### src/rtl/cpu_pkg.sv
// Shared core types: address/instruction words, fetch FSM states and reset defaults.
package cpu_pkg;

    localparam int unsigned XLEN = 32;

    typedef logic [XLEN-1:0] addr_t;
    typedef logic [XLEN-1:0] instr_t;

    localparam addr_t  RESET_PC  = 32'h0000_0000;
    localparam instr_t NOP_INSTR = 32'h0000_0013;
    localparam addr_t  PC_STEP   = 32'h0000_0004;
    localparam addr_t  WORD_MASK = 32'hFFFF_FFFC;

    typedef enum logic [1:0] {
        RESET = 2'd0,
        REQ   = 2'd1,
        WAIT  = 2'd2
    } fetch_state_t;

    // Fetched instruction together with the PC it was read from.
    typedef struct packed {
        addr_t  pc;
        instr_t instr;
    } fetch_slot_t;

    function automatic addr_t align_word(input addr_t a);
        return a & WORD_MASK;
    endfunction

endpackage

### src/rtl/fetch_stage_pc_next.sv
// Next-PC selection (sequential vs. redirect target) and the slot's pc+4 adder.
module pc_next
    import cpu_pkg::*;
(
    input  addr_t pc_q_i,
    input  addr_t slot_pc_i,
    input  logic  pc_src_i,
    input  addr_t pc_target_i,
    output addr_t next_pc_o,
    output addr_t pc_plus4_o
);

    assign next_pc_o  = pc_src_i ? align_word(pc_target_i) : addr_t'(pc_q_i + PC_STEP);
    assign pc_plus4_o = addr_t'(slot_pc_i + PC_STEP);

endmodule

### src/rtl/fetch_stage.sv
// Instruction fetch: PC register, single-outstanding imem handshake and output slot.
module fetch_stage
    import cpu_pkg::*;
(
    input  logic        clk_i,
    input  logic        rst_i,
    output logic        imem_req_o,
    output logic [31:0] imem_addr_o,
    input  logic        imem_gnt_i,
    input  logic        imem_rvalid_i,
    input  logic [31:0] imem_rdata_i,
    output logic        instr_valid_o,
    output logic [31:0] instr_o,
    output logic [31:0] pc_o,
    output logic [31:0] pc_plus4_o,
    input  logic        id_ready_i,
    input  logic        pc_src_i,
    input  logic [31:0] pc_target_i
);

    fetch_state_t state_q, state_d;
    addr_t        pc_q, pc_d;
    logic         kill_q, kill_d;
    logic         valid_q, valid_d;
    fetch_slot_t  slot_q, slot_d;

    addr_t next_pc;
    logic  imem_req_c;
    logic  consume_c;

    pc_next u_pc_next (
        .pc_q_i      (pc_q),
        .slot_pc_i   (slot_q.pc),
        .pc_src_i    (pc_src_i),
        .pc_target_i (pc_target_i),
        .next_pc_o   (next_pc),
        .pc_plus4_o  (pc_plus4_o)
    );

    always_ff @(posedge clk_i) begin
        if (rst_i) begin
            state_q <= RESET;
            pc_q    <= RESET_PC;
            kill_q  <= 1'b0;
            valid_q <= 1'b0;
            slot_q  <= '{pc: RESET_PC, instr: NOP_INSTR};
        end else begin
            state_q <= state_d;
            pc_q    <= pc_d;
            kill_q  <= kill_d;
            valid_q <= valid_d;
            slot_q  <= slot_d;
        end
    end

    always_comb begin
        state_d    = state_q;
        pc_d       = pc_q;
        kill_d     = kill_q;
        valid_d    = valid_q;
        slot_d     = slot_q;
        imem_req_c = 1'b0;
        consume_c  = valid_q && id_ready_i;

        if (consume_c) begin
            valid_d = 1'b0;
        end

        unique case (state_q)
            RESET: begin
                state_d = REQ;
                if (pc_src_i) begin
                    pc_d = next_pc;
                end
            end
            REQ: begin
                imem_req_c = !valid_q || id_ready_i;
                if (imem_req_c && imem_gnt_i) begin
                    state_d = WAIT;
                end
                // A redirect granted this cycle leaves a stale response in flight.
                if (pc_src_i) begin
                    pc_d    = next_pc;
                    valid_d = 1'b0;
                    kill_d  = imem_req_c && imem_gnt_i;
                end
            end
            WAIT: begin
                if (pc_src_i) begin
                    pc_d    = next_pc;
                    valid_d = 1'b0;
                    if (imem_rvalid_i) begin
                        kill_d  = 1'b0;
                        state_d = REQ;
                    end else begin
                        kill_d = 1'b1;
                    end
                end else if (imem_rvalid_i) begin
                    state_d = REQ;
                    if (kill_q) begin
                        kill_d = 1'b0;
                    end else begin
                        slot_d.pc    = pc_q;
                        slot_d.instr = imem_rdata_i;
                        valid_d      = 1'b1;
                        pc_d         = next_pc;
                    end
                end
            end
            default: begin
                state_d = RESET;
            end
        endcase

        // An empty slot always presents a NOP downstream.
        if (!valid_d) begin
            slot_d.instr = NOP_INSTR;
        end
    end

    assign imem_req_o    = imem_req_c;
    assign imem_addr_o   = pc_q;
    assign instr_valid_o = valid_q;
    assign instr_o       = slot_q.instr;
    assign pc_o          = slot_q.pc;

endmodule

### config.mk
export PLATFORM = sky130hd
export DESIGN_NAME = fetch_stage
export DESIGN_NICKNAME = d
export VERILOG_FILES = /design/src/rtl/cpu_pkg.sv /design/src/rtl/fetch_stage_pc_next.sv /design/src/rtl/fetch_stage.sv
export SDC_FILE = /design/constraint.sdc
export NUM_CORES = 1
export LEC_CHECK = 0
export CAP_MARGIN = 10
export CORE_ASPECT_RATIO = 0.7
export CORE_MARGIN = 8
export CORE_UTILIZATION = 45
export CTS_BUF_LIST = sky130_fd_sc_hd__clkbuf_8
export CTS_CLUSTER_SIZE = 25
export DETAILED_ROUTE_END_ITERATION = 8
export PLACE_DENSITY = 0.85
export SLEW_MARGIN = 10
export SYNTH_ARGS = -nofsm -noshare
export SYNTH_HDL_FRONTEND = slang
export SYNTH_HIERARCHICAL = 1
export SYNTH_SLANG_ARGS = --single-unit
### constraint.sdc
create_clock -name clk_i -period 2.8 [get_ports clk_i]
set_input_delay 0.84 -clock clk_i [delete_from_list [all_inputs] [get_ports clk_i]]
set_output_delay 0.84 -clock clk_i [all_outputs]
set_load 0.02 [all_outputs]
==> impl_metrics.toml <==
[sta]
clock_skew_ns = 0.00853
slew_headroom_pct = 51.6
hold_viol_final = 0
min_period_ns = 2.71
fmax_mhz = 370
finalSetupViolCount = 0
worst_pin_slew_ns = 0.726
timing.final.crit_share_pct = 96.6
grt_setup_unrepaired = "true"
slew_viol_final = 0

[critical_path]
cp-start-kind = "input port"
worstPathMaxFanout = 2
worstPathArrival_ns = 1.87
r2r_cells = 6
crit_path_end = "imem_req_o"
r2r_slack_ns = 0.31
critPathLaunch = "id_ready_i"
reg2reg_from = "imem_addr_o[11]$_SDFFE_PP0P_"
crit_path_end_kind = "primary output"
worst-setup-path-type = "in2out"
r2r_end = "imem_addr_o[26]$_SDFFE_PP0P_"
cp.required_ns = 1.96

[cts]
path_clk_slew_ns = 0.09
clkSinkCount = 100
cts-root-buf = "clkbuf_8"
worstSkewPairLatency_ns = 0.36
hold_buffers = 0
cts_buffers = 9
cts_max_level = 3
clk_path_buf_depth = 2
tritoncts = "built"

[logic_synthesis]
synth_seq_area_share_pct = 39.4
syn_area_mm2 = 0.00508
synth_largest_area_cell = "dfxtp_1"
ys_types = 44
synth_area_leaders = "dfxtp_1 39%, nand2_1 17%, a21oi_1 9.5%"
synth_most_common_cell = "nand2_1"
synth_edf_count = 0
synth_nets = 767
postSynthAreaPerCell_um2 = 7.35
yosysTopAreaCellShare_pct = 39.4
yosys_warnings = 6
syn-instance-count = 691
ys_ff_latch = 100
synth_common_cells = "228 x nand2_1, 100 x dfxtp_1, 96 x a21oi_1"
synth_ff_type = "dfxtp_1"
async_flop_share_pct = 0

[final_layout]
multi_input_area_mm2 = 0.00283
area_growth_pct = 48.9
seq_area_mm2 = 0.00201
fill_cells = 948
fin_nets = 981
postLayoutCoreUtil_pct = 68.7
antenna_cells = 0
final_cells = 1063
drive_gt1_share_pct = 11.3

[routing]
drt_iter0_markers = 557
vias = 5590
via_per_inst = 5.26
routedWlPerCell_um = 16.5
drcViolationCount = 0
wirelength_um = 17500
ant_nets = 0
dr.pass1.iters = 4

[floorplanning]
coreArea_mm2 = 0.0110
ios = 200
die_y_um = 105
rows = 32
start_util_pct = 46.1
die-area_mm2 = 0.0150
die_x_um = 143

[run]
maxCapViolations = 0

[place]
placedCellCount = 1046
port_buffers = 197
hpwl_um = 12900
place.gp.congestion = 0.865

[global_routing]
antenna_found_initial = 0
grt_max_degree = 68
grt-ovfl-total = 0
grt_pass1_wl_um = 26900
grt_usage_pct = 22.1
grt_pass1_vias = 5013

[pwr]
vdd_drop_max_v = 0.000272
cellLeakagePower_nw = 2.66
power.density_mw_per_mm2 = 465

[hold_path]
hold_class = "reg2reg"

[status]
status = "finished clean"
## worst min-delay path by stage
stage,startpoint,to,slack (ns),cells after the start
final,instr_o[29]$_SDFFE_PP0P_,instr_o[29]$_SDFFE_PP0P_,0.46,2
after global routing,instr_o[29]$_SDFFE_PP0P_,instr_o[29]$_SDFFE_PP0P_,0.49,2
after CTS,instr_o[29]$_SDFFE_PP0P_,instr_o[29]$_SDFFE_PP0P_,0.46,2
after detailed placement,instr_o[29]$_SDFFE_PP0P_,instr_o[29]$_SDFFE_PP0P_,0.45,2
after global placement,instr_o[20]$_SDFFE_PP0P_,instr_o[20]$_SDFFE_PP0P_,0.44,2
after floorplan,state_q[0]$_SDFFE_PP0P_,state_q[0]$_SDFFE_PP0P_,0.50,2
## stage by stage
step           cell area, um^2  hold slack [ns]  total power [mW]  setup slack [ns]  TNS (ns)
2_1_floorplan             5080            0.496              2.17             0.108         0
3_3_place_gp              7460            0.442              2.62            -0.147    -0.147
3_5_place_dp              7460            0.448              2.64            -0.183    -0.189
4_1_cts                   7630            0.461              3.53          0.000323         0
5_1_grt                   7570            0.488              3.70           -0.0562   -0.0562
6_report                  7570            0.458              3.52            0.0943         0
## layout make-up
| cell class | count | share of cell area, % |
|---|---|---|
| Multi-Input combinational cell | 537 | 37.4 |
| Timing Repair Buffer | 246 | 30.5 |
| Sequential cell | 100 | 26.5 |
| Tap cell | 153 | 2.53 |
| Clock buffer | 10 | 1.82 |
| Clock inverter | 6 | 0.728 |
| Inverter | 11 | 0.546 |
## where the power goes
group	switching, mW	internal, mW	total [mW]
Combinational	0.525	0.439	0.965
Sequential	0.133	1.50	1.64
Clock	0.545	0.369	0.914
Total	1.20	2.31	3.52
## layout by cell type (no fill, tap or decap), types with 10 or more instances in the layout
cell	netlist	routed
nand2_1	228	228
xnor2_1	31	31
or4_1	17	17
buf_4	9	44
o21ai_0	16	16
nand3_1	24	23
a31oi_1	12	12
nand4_1	17	17
dfxtp_1	100	97
clkdlybuf4s50_1	0	169
nor2_1	20	20
a21oi_1	96	96
clkbuf_2	0	12
clkbuf_8	0	10
## worst max-delay path, stage by stage
cell and delay (ns):
clkdlybuf4s50_1 0.44, nand2b_1 0.12, and2_1 0.13, dlygate4sd2_1 0.33
## metal layers
metal	share of wire, %	GRT usage [%]	up-vias
li1	-	-	2785
met1	45	30.2	2585
met2	45	35.2	203
met3	8.2	4.45	17
met4	1.3	4.46	0
met5	0	0	-
## state kept, by name, summed over array words and instances (netlist names)
name / cells
state_q: 2
imem_addr_o: 32
kill_q: 1
instr_o: 32
pc_o: 32
instr_valid_o: 1
## logic make-up (layout without fill, tap and decap cells)
family / count (synthesis) / count (layout) / share of synthesized area, %
buffers and inverters: 54 / 273 / 5.22
AOI/OAI and AO/OA: 146 / 146 / 16.0
and+or+nand+nor: 344 / 344 / 30.8
DFF: 100 / 100 / 39.4
xor gates and xnor gates: 40 / 40 / 6.89
adders and majority gates: 6 / 6 / 1.48
muxes: 1 / 1 / 0.222
## repair_timing
action	4_1_cts	5_1_grt
resized for setup	52	36
endpoints found under the setup margin	27	21
pin swaps	0	2
buffers inserted	0	1
cloned	0	0
(Power assumes the default switching activity.)
